$ cat config.mk
export PLATFORM = sky130hd
export DESIGN_NAME = fetch_unit
export DESIGN_NICKNAME = d
export VERILOG_FILES = /design/src/rtl/fetch_unit.sv
export SDC_FILE = /design/constraint.sdc
export NUM_CORES = 1
export LEC_CHECK = 0
export ABC_AREA = 1
export ABC_CLOCK_PERIOD_IN_PS = 1450
export CAP_MARGIN = 20
export CORE_MARGIN = 2
export CORE_UTILIZATION = 42
export CTS_CLUSTER_DIAMETER = 40
export CTS_CLUSTER_SIZE = 25
export DETAILED_ROUTE_END_ITERATION = 8
export PLACE_DENSITY = 0.81
export SETUP_SLACK_MARGIN = 0.5
export SYNTH_ARGS = -nofsm -noshare
export SYNTH_HDL_FRONTEND = slang
export SYNTH_SLANG_ARGS = --single-unit
$ cat constraint.sdc
create_clock -name Clk -period 1.45 [get_ports Clk]
set_input_delay 0.29 -clock Clk [delete_from_list [all_inputs] [get_ports Clk]]
set_output_delay 0.29 -clock Clk [all_outputs]
set_load 0.02 [all_outputs]
$ cat src/rtl/fetch_unit.sv
// Program counter and fetch sequencer (IDLE/RUN/HALT) driving the instruction ROM address.
// Define FETCH_INST_COUNT_EN to build the saturating executed-instruction counter.
module fetch_unit #(
    parameter int PC_W  = 10,
    parameter int CNT_W = 16
) (
    input  logic             Clk,
    input  logic             Reset_n,
    input  logic             Start,
    input  logic [PC_W-1:0]  StartAddr,
    input  logic             JumpEqual,
    input  logic             JumpNotEqual,
    input  logic             Ack,
    input  logic             FlagWrEn,
    input  logic             ZeroIn,
    input  logic [PC_W-1:0]  Target,
    output logic [PC_W-1:0]  ProgCtr,
    output logic             Running,
    output logic             Done,
    output logic [CNT_W-1:0] InstCount
);

    typedef enum logic [1:0] {IDLE, RUN, HALT} state_t;

    state_t          state, next_state;
    logic [PC_W-1:0] pc, next_pc;
    logic            eq_flag, next_eq_flag;
    logic            running, done;
    logic            start_ok;

    // Start is only honoured outside RUN.
    assign start_ok = Start && (state != RUN);

    // NOTE: sequential state uses non-blocking (<=) so every flop samples pre-edge values.
    always_ff @(posedge Clk or negedge Reset_n) begin
        if (!Reset_n) begin
            state   <= IDLE;
            pc      <= '0;
            eq_flag <= 1'b0;
            running <= 1'b0;
            done    <= 1'b0;
        end else begin
            state   <= next_state;
            pc      <= next_pc;
            eq_flag <= next_eq_flag;
            running <= (next_state == RUN);
            done    <= (next_state == HALT);
        end
    end

    // NOTE: every always_comb output gets a default first, so no path can infer a latch.
    always_comb begin
        next_state = state;
        unique case (state)
            IDLE, HALT: if (Start) next_state = RUN;
            RUN:        if (Ack)   next_state = HALT;
            default:    next_state = IDLE;
        endcase
    end

    // Branches resolve against the registered flag, not the value being written this cycle.
    always_comb begin
        next_pc      = pc;
        next_eq_flag = eq_flag;
        if (start_ok) begin
            next_pc      = StartAddr;
            next_eq_flag = 1'b0;
        end else if (state == RUN) begin
            if (FlagWrEn) next_eq_flag = ZeroIn;
            if (Ack)
                next_pc = pc;
            else if (JumpEqual)
                next_pc = eq_flag ? Target : pc + 1'b1;
            else if (JumpNotEqual && !eq_flag)
                next_pc = Target;
            else
                next_pc = pc + 1'b1;
        end
    end

`ifdef FETCH_INST_COUNT_EN
    logic [CNT_W-1:0] inst_count;

    always_ff @(posedge Clk or negedge Reset_n) begin
        if (!Reset_n)
            inst_count <= '0;
        else if (start_ok)
            inst_count <= '0;
        else if (state == RUN && inst_count != '1)
            inst_count <= inst_count + 1'b1;
    end

    assign InstCount = inst_count;
`else
    assign InstCount = '0;
`endif

    assign ProgCtr = pc;
    assign Running = running;
    assign Done    = done;

endmodule

==> metrics.txt <==
status=complete, no violations; Sink Count=15; row count=19; library cells used by synthesis=24; crit path buf inv count=0; endpoints failing setup=0; Leak Pwr=approximately 1 nW; IO buf count=39; via/cell ratio=roughly 4.9; Clock transition at path regs=~0.1 ns; FF+latch count, synth=15; CTS Buffer Depth=2; Fmax=810.8 MHz; min-delay worst type=in -> async; Routed Antenna Nets=0; largest net degree at the start of global routing=16; Reg area=~380 um2; Antenna Cells=0; share of cells above drive strength 1=approximately a third; Remaining DRCs=0; VDD IR-drop max=between 1 and 1.5 mV; slowest cell delay on critical path=approximately 0.44 ns; final worst slack=roughly 0.22 ns; final period utilization=a little under nine tenths; Die ar.=between 0.003 and 0.004 mm2; area taken by multi-input logic gates=between 700 and 800 um2; Worst path top cell family by delay=simple AND/OR/NAND/NOR gates; pre-CTS worst setup slack=-0.1387 ns; crit-path max FO=5; worst-path cell chain=ha_4 > nand2_4 > nor2_4 > nand3_1 > nand3_1 > nand2_1 > nand2_1 > o21ai_1; synthesized area per cell=~6.7 um2; total vias in the final route=approximately 1400; 1st-pass router iterations=5; area added between synthesis and finish=58.29%; Initial Util=44.76%; Post-Syn Area=0.001245 mm2; CP max-delay cell=dfrtp_2; Nets=approximately 280; I/O Pins=56; worst skew pair latency=between 0.2 and 0.3 ns; CTS root buffer=clkbuf_4; Fill cells=~230; Std-Cell Core Area=about 0.0028 mm2; first-pass GRT wire length=roughly 5100 um; drt wl/cell=about 12 um; final hold violation count=0; type of destination of the critical path=flip-flop; Die H=between 50 and 60 um; hold slack final=slightly above 0.3 ns; GRT overflow=0; CTS buffer count=3; commonest cells after routing, fill and taps aside=nand2_1 (48), nand3_1 (26), clkdlybuf4s50_1 (24); dpl cells=258; H-tree depth=1; Iter 0 DRT Violations=33; Synthesis Warnings=0; Final Max Tran Viols=0; final setup skew=around 0.0046 ns; CTS tree=built; Die Width=roughly 58 um; fin crit period=roughly 1.2 ns; number of max-cap violations=0; Power Dens Cells=1583 mW/mm2; WL final=3346 um; Routability Congestion=approximately 0.81; Overall Global Routing Usage=between 10% and 20%; arrival time at the worst endpoint=1.43 ns; crit start category=flip-flop; part of the Yosys area used for sequential elements=30.15%; most common cell after layout, fill and taps aside=nand2_1; fin cells=between 200 and 300; setup repair after global routing missed its margin=true; CTS Hold Bufs=0; WP data required=roughly 1.6 ns; post-synthesis cell count=approximately 190; number of global-route vias before repair=about 1200; antenna violations before repair=0; Crit Path Category=reg -> reg; Post-DP HPWL=about 2100 um
==> per-stage QoR <==
step                      setup TNS (ns)  utilization, %  instance area, um2  power [mW]
final                                  0           70.85                1971       3.119
after global routing                   0           70.85                1971       3.337
after CTS                              0           67.21                1869       2.895
after detailed placement         -0.9622           61.13                1700       2.407
after global placement           -0.5522           61.13                1700       2.384
after floorplan                        0               -                1349       1.838
==> what timing repair did <==
action / CTS / global route
resized for setup: 85 / 17
gates cloned: 1 / 0
endpoints found under the hold margin: 0 / 0
pin swaps: 3 / 9
buffers inserted: 12 / 5
setup endpoints to repair: 23 / 25
==> logic make-up after synthesis <==
group | synth area share [%]
AO/OA/AOI/OAI | 7.538
XOR/XNOR | 0.7036
adder cells (fa/ha/maj) | 1.005
buffers and inverters | 20.50
flip-flops | 30.15
other | 0.3012
AND/OR/NAND/NOR | 39.80
==> flip-flops by register name, indices dropped and copies added (netlist names) <==
name / count
ProgCtr: 10
state: 2
Done: 1
Running: 1
eq_flag: 1
==> area by class of cell <==
cell class	instances	share of cell area (%)
clock buffer	3	1.143
clock inverter	1	0.2540
inverter	21	4.635
multi-input combinational	143	39.75
sequential	15	19.49
tap	31	1.968
timing repair buffer	66	32.76
==> power breakdown <==
| group | switching, mW | internal, mW | total, mW |
|---|---|---|---|
| registers | 0.189 | 0.601 | 0.790 |
| clock network | 0.154 | 0.103 | 0.256 |
| logic | 1.08 | 0.997 | 2.07 |
| total | 1.42 | 1.70 | 3.12 |
==> final timing paths <==
path / endpoint / slack [ns] / from / cells after the start
max in group asynchronous: ProgCtr[5] / 0.94 / Reset_n / 2
min in group Clk: Running / 0.52 / Start / 3
hold / removal: ProgCtr[1] / 0.30 / Reset_n / 2
setup reg to reg: ProgCtr[6] / 0.22 / ProgCtr[1] / 8
setup / recovery: ProgCtr[6] / 0.22 / ProgCtr[1] / 8
hold reg to reg: ProgCtr[9] / 0.63 / ProgCtr[9] / 3
==> cells in the mapped netlist (all sizes together) <==
cell    number  area, um2
nand2       60      264.0
nand3       28      140.1
buf         21      166.4
nor2        21      91.34
inv         20      80.08
dfrtp       15      375.4
o21ai        7      38.79
a21oi        3      15.01
o22ai        3      18.77
a31oi        1      6.260
clkinv       1      8.760
conb         1      3.750
ha           1      12.51
o211ai       1      7.510
o21bai       1      7.510
xor2         1      8.760
==> metal layers <==
layer	part of all wire (%)	wire length [um]	track usage (%)	vias to the layer above
met4	1.5	51	7.973	0
met1	41	1359	23.59	616
met5	0	0	0	-
li1	-	-	-	684
met2	51	1715	32.91	51
met3	6.6	220	3.736	8
Note: power is estimated with default switching activity, not from simulation.
